`config.mk`:
```
export PLATFORM = sky130hd
export DESIGN_NAME = mem_port_arbiter
export DESIGN_NICKNAME = d
export VERILOG_FILES = /design/src/rtl/mem_port_arbiter_pkg.sv /design/src/rtl/mem_port_arbiter_mux32.sv /design/src/rtl/mem_port_arbiter.sv
export SDC_FILE = /design/constraint.sdc
export NUM_CORES = 1
export LEC_CHECK = 0
export BUFFER_PORTS_ARGS = -buffer_cell sky130_fd_sc_hd__buf_2
export CORE_AREA = 2 2 103 105
export DETAILED_ROUTE_END_ITERATION = 16
export DIE_AREA = 0 0 105 107
export PLACE_DENSITY = 0.82
export SLEW_MARGIN = 20
export SYNTH_ARGS = -nofsm -noshare
export SYNTH_HDL_FRONTEND = slang
export SYNTH_HIERARCHICAL = 1
export SYNTH_SLANG_ARGS = --single-unit
```
`constraint.sdc`:
```
create_clock -name clk -period 3.23 [get_ports clk]
set_clock_uncertainty 0.05 [all_clocks]
set_input_delay 0 -clock clk [delete_from_list [all_inputs] [get_ports clk]]
set_output_delay 0 -clock clk [all_outputs]
set_load 0.01 [all_outputs]
```
`src/rtl/mem_port_arbiter_pkg.sv`:
```
// Shared types and constants for the IF/D memory port arbiter.
package mem_port_arbiter_pkg;

  // FSM state encodings
  typedef enum logic [1:0] {
    S_IDLE = 2'd0,
    S_BUSY = 2'd1,
    S_DONE = 2'd2
  } state_t;

  // Requester IDs; also the select value of the address/write-data muxes
  localparam logic GNT_IF = 1'b0;
  localparam logic GNT_D  = 1'b1;

  // Default watchdog limit and counter width
  localparam int DEF_TIMEOUT = 16;
  localparam int DEF_CNT_W   = 5;

  // Round-robin pick: a lone requester wins outright, a tie goes to the
  // requester that was not served last.
  function automatic logic pick_grant(input logic if_req,
                                      input logic d_req,
                                      input logic last);
    logic g;
    if (if_req && d_req) begin
      g = ~last;
    end else if (d_req) begin
      g = GNT_D;
    end else begin
      g = GNT_IF;
    end
    return g;
  endfunction

endpackage

```
`src/rtl/mem_port_arbiter_mux32.sv`:
```
// 32-bit 2:1 select mux: sel=0 passes a, sel=1 passes b.
module mem_port_arbiter_mux32 (
  input  logic        sel,
  input  logic [31:0] a,
  input  logic [31:0] b,
  output logic [31:0] y
);

  // Pure combinational select
  always_comb begin
    y = sel ? b : a;
  end

endmodule

```
`src/rtl/mem_port_arbiter.sv`:
```
// Round-robin arbiter sharing one single-ported memory between an
// instruction-fetch requester (read-only) and a data requester (read/write),
// with a watchdog that aborts accesses the memory never acknowledges.
module mem_port_arbiter
  import mem_port_arbiter_pkg::*;
#(
  parameter int TIMEOUT = DEF_TIMEOUT,
  parameter int CNT_W   = DEF_CNT_W
) (
  input  logic        clk,
  input  logic        rst_n,
  input  logic        if_req,
  input  logic [31:0] if_addr,
  output logic        if_done,
  output logic [31:0] if_rdata,
  input  logic        d_req,
  input  logic        d_we,
  input  logic [31:0] d_addr,
  input  logic [31:0] d_wdata,
  output logic        d_done,
  output logic [31:0] d_rdata,
  output logic        err,
  output logic        mem_req,
  output logic        mem_we,
  output logic [31:0] mem_addr,
  output logic [31:0] mem_wdata,
  input  logic [31:0] mem_rdata,
  input  logic        mem_ack
);

  localparam logic [CNT_W-1:0] CNT_LAST = CNT_W'(TIMEOUT - 1);
  localparam logic [CNT_W-1:0] CNT_ONE  = CNT_W'(1);

  state_t             state_q, state_d;
  logic               grant_q, grant_d;
  logic               last_q, last_d;
  logic [CNT_W-1:0]   cnt_q, cnt_d;
  logic               mem_req_q, mem_req_d;
  logic               mem_we_q, mem_we_d;
  logic               if_done_q, if_done_d;
  logic               d_done_q, d_done_d;
  logic               err_q, err_d;
  logic [31:0]        if_rdata_q, if_rdata_d;
  logic [31:0]        d_rdata_q, d_rdata_d;

  // Next-state, grant, watchdog and output computation
  always_comb begin
    state_d    = state_q;
    grant_d    = grant_q;
    last_d     = last_q;
    cnt_d      = cnt_q;
    mem_req_d  = 1'b0;
    mem_we_d   = 1'b0;
    if_done_d  = 1'b0;
    d_done_d   = 1'b0;
    err_d      = 1'b0;
    if_rdata_d = if_rdata_q;
    d_rdata_d  = d_rdata_q;

    case (state_q)
      S_IDLE: begin
        if (if_req || d_req) begin
          grant_d   = pick_grant(if_req, d_req, last_q);
          state_d   = S_BUSY;
          mem_req_d = 1'b1;
          // Write enable is captured at grant time so it stays clean for the
          // whole access even if the requester lets go of its request.
          mem_we_d  = (grant_d == GNT_D) && d_we;
          cnt_d     = '0;
        end
      end

      S_BUSY: begin
        if (mem_ack) begin
          // An ack always beats a simultaneous timeout. Writes leave d_rdata
          // untouched, since the memory returns nothing meaningful for them.
          if (grant_q == GNT_IF) begin
            if_rdata_d = mem_rdata;
            if_done_d  = 1'b1;
          end else begin
            if (!mem_we_q) begin
              d_rdata_d = mem_rdata;
            end
            d_done_d = 1'b1;
          end
          state_d = S_DONE;
        end else if (cnt_q == CNT_LAST) begin
          // Watchdog expired: finish the access as failed, rdata kept.
          if_done_d = (grant_q == GNT_IF);
          d_done_d  = (grant_q == GNT_D);
          err_d     = 1'b1;
          state_d   = S_DONE;
        end else begin
          cnt_d     = cnt_q + CNT_ONE;
          mem_req_d = 1'b1;
          mem_we_d  = mem_we_q;
        end
      end

      S_DONE: begin
        // No arbitration here: the finished requester gets a cycle to drop req.
        last_d  = grant_q;
        state_d = S_IDLE;
      end

      default: begin
        state_d = S_IDLE;
      end
    endcase
  end

  // FSM and registered outputs, synchronous active-low reset
  always_ff @(posedge clk) begin
    if (!rst_n) begin
      state_q    <= S_IDLE;
      grant_q    <= GNT_IF;
      last_q     <= GNT_D;
      cnt_q      <= '0;
      mem_req_q  <= 1'b0;
      mem_we_q   <= 1'b0;
      if_done_q  <= 1'b0;
      d_done_q   <= 1'b0;
      err_q      <= 1'b0;
      if_rdata_q <= '0;
      d_rdata_q  <= '0;
    end else begin
      state_q    <= state_d;
      grant_q    <= grant_d;
      last_q     <= last_d;
      cnt_q      <= cnt_d;
      mem_req_q  <= mem_req_d;
      mem_we_q   <= mem_we_d;
      if_done_q  <= if_done_d;
      d_done_q   <= d_done_d;
      err_q      <= err_d;
      if_rdata_q <= if_rdata_d;
      d_rdata_q  <= d_rdata_d;
    end
  end

  assign mem_req  = mem_req_q;
  assign mem_we   = mem_we_q;
  assign if_done  = if_done_q;
  assign d_done   = d_done_q;
  assign err      = err_q;
  assign if_rdata = if_rdata_q;
  assign d_rdata  = d_rdata_q;

  // Address mux: select comes only from the grant register, so there is no
  // combinational path from a request input to mem_addr.
  mem_port_arbiter_mux32 u_addr_mux32 (
    .sel (grant_q),
    .a   (if_addr),
    .b   (d_addr),
    .y   (mem_addr)
  );

  // Write-data mux: IF never writes, so its side is tied to zero.
  mem_port_arbiter_mux32 u_wdata_mux32 (
    .sel (grant_q),
    .a   (32'h0000_0000),
    .b   (d_wdata),
    .y   (mem_wdata)
  );

endmodule

```
==> results of run 1 <==
==> tightest hold or removal path: stages <==
cell                       delay [ns]
sky130_fd_sc_hd__buf_2           0.10
sky130_fd_sc_hd__nor2_1          0.07
sky130_fd_sc_hd__o211ai_1        0.18
sky130_fd_sc_hd__a21oi_1         0.07
==> metal layers <==
| layer | share of wire (%) | vias to the layer above | global-route usage, % |
|---|---|---|---|
| met5 | 0 | - | 0 |
| li1 | - | 2077 | - |
| met4 | 2.0 | 0 | 8.19 |
| met1 | 38 | 2001 | 26.2 |
| met3 | 7.7 | 27 | 5.53 |
| met2 | 52 | 201 | 41.7 |
==> registers in the layout, indices dropped and copies added, names as in the netlist <==
| name | flops |
|---|---|
| d_rdata | 32 |
| d_done | 1 |
| if_rdata | 32 |
| state_q | 2 |
| cnt_q | 5 |
| mem_req | 1 |
| if_done | 1 |
| mem_we | 1 |
| err | 1 |
| last_q | 1 |
| grant_q | 1 |
==> final timing paths <==
| check | from | end | slack, ns |
|---|---|---|---|
| worst max-delay path | grant_q | grant_q | 0.82 |
| worst min-delay path | if_req | cnt_q[0] | 0.08 |
| worst max register to register | grant_q | grant_q | 0.82 |
| worst min register to register | if_rdata[29] | if_rdata[29] | 0.40 |
==> power by group through the flow <==
stage | registers [mW] | logic [mW] | clock network [mW]
floorplan | 1.04 | 0.307 | 0
global placement | 1.04 | 0.497 | 0
detailed placement | 1.04 | 0.502 | 0
CTS | 1.02 | 0.540 | 0.668
global route | 1.02 | 0.579 | 0.709
finish | 1.02 | 0.542 | 0.658
==> metrics by stage <==
stage               std cells  instance area, sq um
CTS                       879                  5990
floorplan                 456                  4150
global placement          825                  5430
detailed placement        825                  5430
global route              879                  5990
finish                    879                  5990
==> what timing repair did <==
item                       in CTS  in global routing
hold endpoints to repair       73                  0
hold buffers                   38                  0
setup endpoints to repair       0                  0
==> layout by cell type (no fill, tap or decap), drive strengths merged, types with 2 or more instances in the layout <==
cell type    synthesis  routed
dlygate4sd3          0      38
clkbuf              12      11
nand2               71      71
a21oi               67      67
mux2                64      64
o21ai               34      34
o211ai               2       2
nor2                 2       2
clkinv               0       3
conb                 1      32
buf                 26     271
and2                 3       3
and3                 3       3
ha                   2       2
nand4bb              2       2
nand3               34      34
inv                  4       4
clkinvlp             0       2
nand3b               2       2
dfxtp               78      78
mux2i                3       3
nand2b               3       3
nand4b               2       2
==> kinds of logic (layout without fill, tap and decap cells) <==
family          Yosys count  count (layout)  synth area share, %
flops                    78              78                 38.7
compound gates          105             105                 13.4
mux                      67              67                 24.2
simple gates            130             130                 15.7
fa+ha+maj                 2               2                0.620
buf+inv                  42             329                 7.32
other cells               1              32               0.0929
==> area by class of cell <==
class                      count  area (sq um)
multi-input combinational    336          2310
fill                         936          4110
timing repair buffer         309          1750
inverter                       4          16.3
clock buffer                  11           141
sequential                    78          1570
clock inverter                 5          33.8
tap                          136           170
==> results.md, run 1 <==
- Worst-path cell with the longest stage delay: sky130_fd_sc_hd__buf_4
- TritonCTS clock tree: built
- Number of buffers added by the clock tree synthesis step: 9
- Shortest clock period the worst path allows after layout: 2.41 ns
- Initial DRT Pass Iterations: 7
- Total design power: 2.22 mW
- Final nets: 874
- Effective utilization at floorplan: approximately 40%
- Number of vias per cell: 4.90
- Required time worst endpoint: 3.45 ns
- Crit. End Element: flop
- Number of hold violations in the final report: 0
- Commonest cells in the synthesized netlist: sky130_fd_sc_hd__dfxtp_1, sky130_fd_sc_hd__nand2_1, sky130_fd_sc_hd__a21oi_1, sky130_fd_sc_hd__mux2_4, sky130_fd_sc_hd__nand3_1
- IO Port Bufs: about 270
- Remaining antenna violation count after routing: 0
- Hold Path Stages: 4
- Fraction of power consumed by the clock network: 29.7%
- Layout cells sized above 1: 48.0%
- Hold/Removal Path Class: input port to flop
- Arrival time of data at the critical path endpoint: 2.64 ns
- Largest net degree at the start of global routing: 68
- Area growth from synthesis to layout: 48.3%
- Cell with the most instances after synthesis: sky130_fd_sc_hd__dfxtp_1
- Initial antenna violation count: 0
- Detailed Route WL: 13,800 um
- Count of H-tree levels built during CTS: 3
- Cell leakage power: a little under 3 nW
- Worst Path Buf+Inv: 2
- Cells traversed along the worst timing path: buf_4 > o21ai_0 > a21oi_1 > dlygate4sd3_1
- Avg WL per Cell: 15.7 um
- Final critical-path setup slack: around 0.82 ns
- Power dissipated by switching net loads: 0.639 mW
- DRC errors left: 0
- Cell count along the critical path: 4
- Post-synthesis instance total: 425
- Top Ports: about 270
- Cell area after synthesis: 4040 sq um
- Max_slew headroom: roughly 36%
- Slew at the pin closest to its max-slew limit: 0.965 ns
- Power density of the placed cells: between 300 and 400 nW/um^2
- Die area: 11,200 sq um
- Die span in x: 105 um
- Top-area cell type share of the netlist area: between 30% and 40%
- Register share of total power: between 40% and 50%
- CTS resizes: 0
- Relative contribution of combinational cells to total power: between 20% and 30%
- Most area-consuming cells after synthesis: sky130_fd_sc_hd__dfxtp_1, sky130_fd_sc_hd__mux2_4, sky130_fd_sc_hd__a21oi_1, sky130_fd_sc_hd__nand2_1, sky130_fd_sc_hd__nand3_1
- Reg2reg path depth: 4
- Max VDD drop: 0.318 mV
- Fmax: 414 MHz
- ANT cells: 0
- Max Root-Sink Buffers: 2
- Setup CP Type: flop to flop
- Distinct cells, synth: 37
- Setup Total Neg Slack: 0 ns
- EDFF count, synth: 0
- Place WS: approximately 1.1 ns
- Number of storage elements in the synthesis netlist: 78
- Warning count from the yosys run: 6
- CP delay by family, top: buffers and inverters
- Internal portion of total power: about 1.6 mW
- Register area share after synthesis: about two fifths
- Total congestion overflow after global routing: 0
- Share of the core filled with cells in the final layout: between 50 and 60%
- Std cell rows: 37
- Delay of the slowest cell on the worst path: 0.68 ns
- Final period utilization: 74.7%
- Critical Path Fanout Max: 46
- RSZ-0062 raised after global routing: false
- Fin Hold WS: ~0.076 ns
- Switching share of power: between 20 and 30%
- Primary flip-flop cell chosen by synthesis mapping: sky130_fd_sc_hd__dfxtp_1
- Proportion of synthesized flip-flops having asynchronous set or reset: 0%
- # clock sinks: a little under 80
- Final max-slew violation count: 0
- Outcome: complete, no violations
- Kind of launch point of the worst setup path: flop
- Total half-perimeter wirelength after legalization and detailed placement: about 10000 um
- Chip Height: 107 um
- Count of final setup violators: 0
- Number of global-route vias before repair: 3,930
- Cell chosen for the clock root: sky130_fd_sc_hd__clkbuf_8
- Placer's final routability congestion estimate: slightly above 0.8
- First-pass GRT wire length: 20,600 um
- Iteration-0 DRC count of the detailed router: 325
- Number of setup buffers added after CTS: 0
- Clock transition at the registers of the reported paths: approximately 0.070 ns
- Skew-Pair Late Insertion Delay: 0.34 ns
- Post-Syn Area per Cell: 9.50 sq um
- Overall routing resource usage: 23.0%
- Area of the core: 10,100 sq um
- Max-cap viol count: 0
- Cell taking the most area after synthesis: sky130_fd_sc_hd__dfxtp_1
- Overall via count from detail_route: 4,306
Power figures use the tool's default switching activity.
==> inputs of run 2 (changes only) <==
- CORE_AREA: 2 2 103 105 -> unset
- CORE_MARGIN: unset -> 2
- CORE_UTILIZATION: unset -> 38
- DIE_AREA: 0 0 105 107 -> unset
- clock period: 3.23 -> 2 ns (I/O delays scaled with it)
==> results.md, run 2 (same netlist as run 1, synthesis figures left out) <==
- Crit. End Element: flop (unchanged)
- Remaining antenna violation count after routing: 0 (unchanged)
- Final period utilization: 95.7% (was 74.7%)
- Max Root-Sink Buffers: 2 (unchanged)
- Setup CP Type: flop to flop (unchanged)
- Most used cell along the critical path: sky130_fd_sc_hd__ha_2
- Cell chosen for the clock root: sky130_fd_sc_hd__clkbuf_8 (unchanged)
- Overall via count from detail_route: 4,342 (was 4,306)
- Chip Height: 107 um (about the same)
- Area of the core: 10,300 sq um (was 10,100 sq um)
- First-pass GRT wire length: 21,400 um (was 20,600 um)
- Effective utilization at floorplan: 39.1% (was 40.0%)
- Largest net degree at the start of global routing: 48 (was 68)
- # clock sinks: 78 (unchanged)
- Total design power: 3.58 mW (was 2.22 mW)
- Commonest non-fill, non-tap cell in the layout: sky130_fd_sc_hd__buf_2 (unchanged)
- DRC errors left: 0 (unchanged)
- Hold/Removal Path Class: input port to output pin (was input port to flop)
- Total congestion overflow after global routing: 0 (unchanged)
- Layout cells sized above 1: 48.6% (was 48.0%)
- Number of setup buffers added after CTS: 0 (unchanged)
- Power density of the placed cells: 591 nW/um^2 (was 370 nW/um^2)
- Count of H-tree levels built during CTS: 3 (unchanged)
- Avg WL per Cell: 16.2 um (was 15.7 um)
- Final max-slew violation count: 0 (unchanged)
- Outcome: complete, no violations (unchanged)
- DRT met1 WL: 5620 um (was 5260 um)
- Fmax: 523 MHz (was 414 MHz)
- TritonCTS clock tree: built (unchanged)
- Max-cap viol count: 0 (unchanged)
- Top routing layer in use: met4 (unchanged)
- Max VDD drop: 0.507 mV (was 0.318 mV)
- Setup Total Neg Slack: 0 ns (unchanged)
- Placer's final routability congestion estimate: 0.809 (was 0.823)
- RSZ-0062 raised after global routing: false (unchanged)
- Post-placement cell count: 829 (was 825)
- Slew at the pin closest to its max-slew limit: 0.988 ns (was 0.965 ns)
- Shortest clock period the worst path allows after layout: 1.91 ns (was 2.41 ns)
- Post-Place Cell Area: 5490 sq um (was 5430 sq um)
- Initial DRT Pass Iterations: 5 (was 7)
- Iteration-0 DRC count of the detailed router: 272 (was 325)
- DR WL met3: 1300 um (was 1060 um)
- Area growth from synthesis to layout: 50.0% (was 48.3%)
- Worst-path cell with the longest stage delay: sky130_fd_sc_hd__or4b_4 (was sky130_fd_sc_hd__buf_4)
- Total half-perimeter wirelength after legalization and detailed placement: 10,000 um (was 9760 um)
- Number of buffers added by the clock tree synthesis step: 9 (unchanged)
- Share of the core filled with cells in the final layout: 58.6% (was 59.3%)
- Overall routing resource usage: 23.9% (was 23.0%)
- Final nets: 879 (was 874)
- Number of global-route vias before repair: 4,116 (was 3,930)
- Count of final setup violators: 0 (unchanged)
- Summed area of non-filler cells in the final layout: 6050 sq um (was 5990 sq um)
- IO Port Bufs: 266 (unchanged)
- Required time worst endpoint: 2.23 ns (was 3.45 ns)
- Std cell rows: 37 (unchanged)
- Top Ports: 267 (unchanged)
- Clock transition at the registers of the reported paths: 0.08 ns (was 0.07 ns)
- Initial antenna violation count: 0 (unchanged)
- Cells traversed along the worst timing path: ha_2 > and3_1 > ha_2 > or4b_4 > o21ai_4 > mux2i_1 (was buf_4 > o21ai_0 > a21oi_1 > dlygate4sd3_1)
- Number of vias per cell: 4.91 (was 4.90)
- Number of inserted filler cells in the final layout: 929 (was 936)
- Number of hold violations in the final report: 0 (unchanged)
- Die span in x: 107 um (was 105 um)
- Routed length on met2: 7030 um (was 7180 um)
- Delay of the slowest cell on the worst path: 0.55 ns (was 0.68 ns)
- Max_slew headroom: 34.0% (was 35.6%)
- Skew-Pair Late Insertion Delay: 0.35 ns (was 0.34 ns)
- Detailed Route WL: 14,300 um (was 13,800 um)
- Die area: 11,500 sq um (was 11,200 sq um)
- Cell leakage power: 2.93 nW (was 2.90 nW)
- Kind of launch point of the worst setup path: flop (unchanged)
- Final Non-Filler Cells: 884 (was 879)
- Critical Path Fanout Max: 5 (was 46)
- Most used cells in the layout excluding fill and tap cells: sky130_fd_sc_hd__buf_2, sky130_fd_sc_hd__dfxtp_1, sky130_fd_sc_hd__nand2_1, sky130_fd_sc_hd__a21oi_1, sky130_fd_sc_hd__mux2_4 (unchanged)
- Arrival time of data at the critical path endpoint: 2.15 ns (was 2.64 ns)
[run 2: changes by cell type in the layout (fill, tap and decap cells not counted), sizes merged]
cell         before  now
buf             271  275
clkbuf           11    9
diode             0    1
dlygate4sd3      38   39
inv               4    5
[run 2: timing repair]
action / 4_1_cts / 5_1_grt
hold endpoints to repair: 73 / 0
hold buffers: 39 / 0
setup endpoints to repair: 1 / 5
resized for setup: 1 / 2
[run 2: power by group]
group / switching [mW] / total (mW) / internal [mW] / leakage [nW]
sequential: 0.0307 / 1.63 / 1.60 / 0.632
combinational: 0.434 / 0.913 / 0.479 / 2.21
clock: 0.594 / 1.04 / 0.441 / 0.0813
total: 1.06 / 3.58 / 2.52 / 2.93
[run 2: critical path: cells and delay by family (launching register included)]
family / cells / cell delay, ns
flip-flops: 1 / 0.34
multiplexers: 1 / 0.20
adder cells (fa/ha/maj): 2 / 0.40
AND/OR/NAND/NOR: 2 / 0.74
AO/OA/AOI/OAI: 1 / 0.11
[run 2: final timing paths]
kind                                   from            to  slack (ns)  depth (start not counted)
worst max-delay path               cnt_q[0]      cnt_q[4]        0.09                          6
worst min-delay path             d_wdata[9]  mem_wdata[9]        0.26                          3
worst max register to register     cnt_q[0]      cnt_q[4]        0.09                          6
worst min register to register  if_rdata[0]   if_rdata[0]        0.40                          2
[run 2: layout make-up]
cell class	instances	area, sq um	share of cell area [%]
diodes	1	2.50	0.0413
multi-input cells	336	2320	38.4
flip-flops and latches	78	1570	25.9
well taps	136	170	2.81
clock buffers	9	124	2.05
clock inverters	6	38.8	0.641
inverters	4	15.0	0.248
repair buffers	314	1810	30.0
[run 2: routing by layer]
layer | global-route usage (%) | vias to the layer above
li1 | - | 2082
met2 | 40.5 | 222
met1 | 28.0 | 2008
met4 | 9.55 | 0
met3 | 7.54 | 30
met5 | 0 | -
[run 2: through the flow]
step | hold WS [ns] | setup WS (ns)
after floorplan | 0.0846 | 0.154
after global placement | 0.203 | 0.0912
after detailed placement | 0.207 | 0.0171
after CTS | 0.260 | 0.0104
after global routing | 0.270 | 0.00104
final | 0.258 | 0.0868
==> inputs of run 3 (changes only) <==
--- a/config.mk
+++ b/config.mk
@@ -10,4 +10,5 @@
 export CORE_UTILIZATION = 38
 export DETAILED_ROUTE_END_ITERATION = 16
+export MAX_ROUTING_LAYER = met4
 export PLACE_DENSITY = 0.82
 export SLEW_MARGIN = 20
==> constraint.sdc (replaced) <==
create_clock -name clk -period 2 [get_ports clk]
set_clock_uncertainty 0.05 [all_clocks]
set_input_delay 0.2 -clock clk [delete_from_list [all_inputs] [get_ports clk]]
set_output_delay 0.2 -clock clk [all_outputs]
set_load 0.01 [all_outputs]
==> results.md, run 3 (same netlist as run 1, synthesis figures left out) <==
- Remaining antenna violation count after routing: 0 (unchanged)
- Chip Height: 107 um (unchanged)
- CP delay by family, top: simple AND/OR/NAND/NOR gates (unchanged)
- Worst-path cell with the longest stage delay: sky130_fd_sc_hd__or4b_4 (unchanged)
- Area growth from synthesis to layout: 43.3% (was 50.0%)
- Number of hold violations in the final report: 0 (unchanged)
- Critical Path Fanout Max: 5 (unchanged)
- IO Port Bufs: 266 (unchanged)
- Register share of total power: 41.8% (was 45.5%)
- Post-placement cell count: 832 (was 829)
- Max VDD drop: 0.607 mV (was 0.507 mV)
- Relative contribution of combinational cells to total power: 22.2% (was 25.5%)
- Fraction of power consumed by the clock network: 36.0% (was 28.9%)
- Placer's final routability congestion estimate: 0.818 (was 0.809)
- Power density of the placed cells: 671 nW/um^2 (was 591 nW/um^2)
- Delay of the slowest cell on the worst path: 0.57 ns (was 0.55 ns)
- Count of final setup violators: 0 (unchanged)
- Most used cells in the layout excluding fill and tap cells: sky130_fd_sc_hd__buf_2, sky130_fd_sc_hd__dfxtp_1, sky130_fd_sc_hd__nand2_1, sky130_fd_sc_hd__a21oi_1, sky130_fd_sc_hd__mux2_4 (unchanged)
- Internal reg-to-reg setup slack: 0.10 ns (was 0.09 ns)
- Final Non-Filler Cells: 847 (was 884)
- Number of buffers added by the clock tree synthesis step: 9 (unchanged)
- Worst Path Buf+Inv: 0 (unchanged)
- Final critical-path setup slack: 0.100 ns (was 0.0868 ns)
- Kind of launch point of the worst setup path: flop (unchanged)
- Final nets: 843 (was 879)
- Total half-perimeter wirelength after legalization and detailed placement: 10,300 um (was 10,000 um)
- Fin Hold WS: 0.0506 ns (was 0.258 ns)
- Cells traversed along the worst timing path: ha_2 > and3_4 > ha_4 > or4b_4 > o21ai_4 > mux2i_1 (was ha_2 > and3_1 > ha_2 > or4b_4 > o21ai_4 > mux2i_1)
- Clock transition at the registers of the reported paths: 0.08 ns (about the same)
- Place WS: -0.00807 ns (was 0.0171 ns)
- Cell leakage power: 2.82 nW (was 2.93 nW)
- Power dissipated by switching net loads: 1.03 mW (was 1.06 mW)
- Switching share of power: 26.4% (was 29.6%)
- Largest net degree at the start of global routing: 49 (was 48)
- Outcome: complete, no violations (unchanged)
- Max Root-Sink Buffers: 2 (unchanged)
- Die span in x: 107 um (unchanged)
- Critical hold path startpoint: mem_rdata[21] (was d_wdata[9])
- Top Ports: 267 (unchanged)
- Area of the core: 10,300 sq um (unchanged)
- Number of global-route vias before repair: 4,069 (was 4,116)
- Fmax: 526 MHz (was 523 MHz)
- Number of hold buffers added after cts: 0 (was 39)
- Die area: 11,500 sq um (unchanged)
- Arrival time of data at the critical path endpoint: 2.11 ns (was 2.15 ns)
- Number of setup buffers added after CTS: 0 (unchanged)
- ANT cells: 0 (was 1)
- Share of the core filled with cells in the final layout: 56.0% (was 58.6%)
- Final period utilization: 95.0% (was 95.7%)
- Iteration-0 DRC count of the detailed router: 335 (was 272)
- Max_slew headroom: 41.4% (was 34.0%)
- Layout cells sized above 1: 51.9% (was 48.6%)
- Avg WL per Cell: 16.0 um (was 16.2 um)
- Effective utilization at floorplan: 39.1% (unchanged)
- TritonCTS clock tree: built (unchanged)
- Hold Path Stages: 3 (unchanged)
- Hold/Removal Path Class: input port to flop (was input port to output pin)
- Final max-slew violation count: 0 (unchanged)
- Cell chosen for the clock root: sky130_fd_sc_hd__clkbuf_8 (unchanged)
- Crit. End Element: flop (unchanged)
- Cell count along the critical path: 6 (unchanged)
- Setup CP Type: flop to flop (unchanged)
- Overall routing resource usage: 23.1% (was 23.9%)
- Detailed Route WL: 13,600 um (was 14,300 um)
- Initial DRT Pass Iterations: 5 (unchanged)
- Std cell rows: 37 (unchanged)
- Shortest clock period the worst path allows after layout: 1.90 ns (was 1.91 ns)
- Total congestion overflow after global routing: 0 (unchanged)
- Worst Setup SP: cnt_q[0] (unchanged)
- Skew-Pair Late Insertion Delay: 0.34 ns (was 0.35 ns)
- Initial antenna violation count: 0 (unchanged)
- DRC errors left: 0 (unchanged)
- First-pass GRT wire length: 20,400 um (was 21,400 um)
- Setup Total Neg Slack: 0 ns (unchanged)
- # clock sinks: 78 (unchanged)
- Reg2reg path depth: 6 (unchanged)
- Worst R2R Start: cnt_q[0] (unchanged)
- Slew at the pin closest to its max-slew limit: 0.878 ns (was 0.988 ns)
- Internal portion of total power: 2.86 mW (was 2.52 mW)
- Count of H-tree levels built during CTS: 3 (unchanged)
- Commonest non-fill, non-tap cell in the layout: sky130_fd_sc_hd__buf_2 (unchanged)
- Number of vias per cell: 4.92 (was 4.91)
- Required time worst endpoint: 2.21 ns (was 2.23 ns)
- Overall via count from detail_route: 4,168 (was 4,342)
- Max-cap viol count: 0 (unchanged)
[run 3: changes by cell type in the layout (fill, tap and decap cells not counted), moves of 2 or more]
cell                            previous run  this run
sky130_fd_sc_hd__dlygate4sd3_1            39         0
sky130_fd_sc_hd__dfxtp_1                  77        75
sky130_fd_sc_hd__dfxtp_2                   0         2
sky130_fd_sc_hd__bufinv_16                 0         3
sky130_fd_sc_hd__clkinvlp_4                2         0
sky130_fd_sc_hd__buf_4                     7         9
[run 3: power by group through the flow]
stage	Clock (mW)	Combinational (mW)	Sequential, mW
floorplan	0	0.496	1.68
detailed placement	0	0.857	1.66
global placement	0	0.848	1.66
global route	1.48	0.923	1.63
CTS	1.41	0.865	1.62
finish	1.40	0.863	1.62
[run 3: cell type report]
cell class / count / area (sq um)
Inverter: 4 / 15.0
Sequential cell: 78 / 1570
Clock inverter: 6 / 109
Fill cell: 989 / 4540
Timing Repair Buffer: 278 / 1460
Tap cell: 136 / 170
Multi-Input combinational cell: 336 / 2340
Clock buffer: 9 / 124
[run 3: tightest hold or removal path, cell delays in order]
cell                      delay (ns)
sky130_fd_sc_hd__buf_2          0.10
sky130_fd_sc_hd__nand2_1        0.05
sky130_fd_sc_hd__a21oi_1        0.05
[run 3: final timing paths]
check | end
hold reg to reg | if_rdata[17]
setup reg to reg | cnt_q[1]
setup / recovery | cnt_q[1]
hold / removal | if_rdata[21]
[run 3: repair_timing]
item | 4_1_cts | 5_1_grt
endpoints found under the hold margin | 0 | 0
pin swaps | 0 | 1
endpoints found under the setup margin | 1 | 6
gates resized for setup | 1 | 6
[run 3: through the flow]
stage	cell area, sq um	power (mW)
6_report	5780	3.88
5_1_grt	5780	4.03
4_1_cts	5760	3.90
3_5_place_dp	5520	2.52
3_3_place_gp	5520	2.50
2_1_floorplan	4150	2.18
[run 3: routing by layer]
| metal | vias up | track usage, % | share of wire, % |
|---|---|---|---|
| met4 | 0 | 7.51 | 1.1 |
| met2 | 185 | 38.7 | 50 |
| met5 | - | - | 0 |
| met1 | 1954 | 27.4 | 41 |
| met3 | 17 | 5.23 | 8.1 |
| li1 | 2012 | - | - |
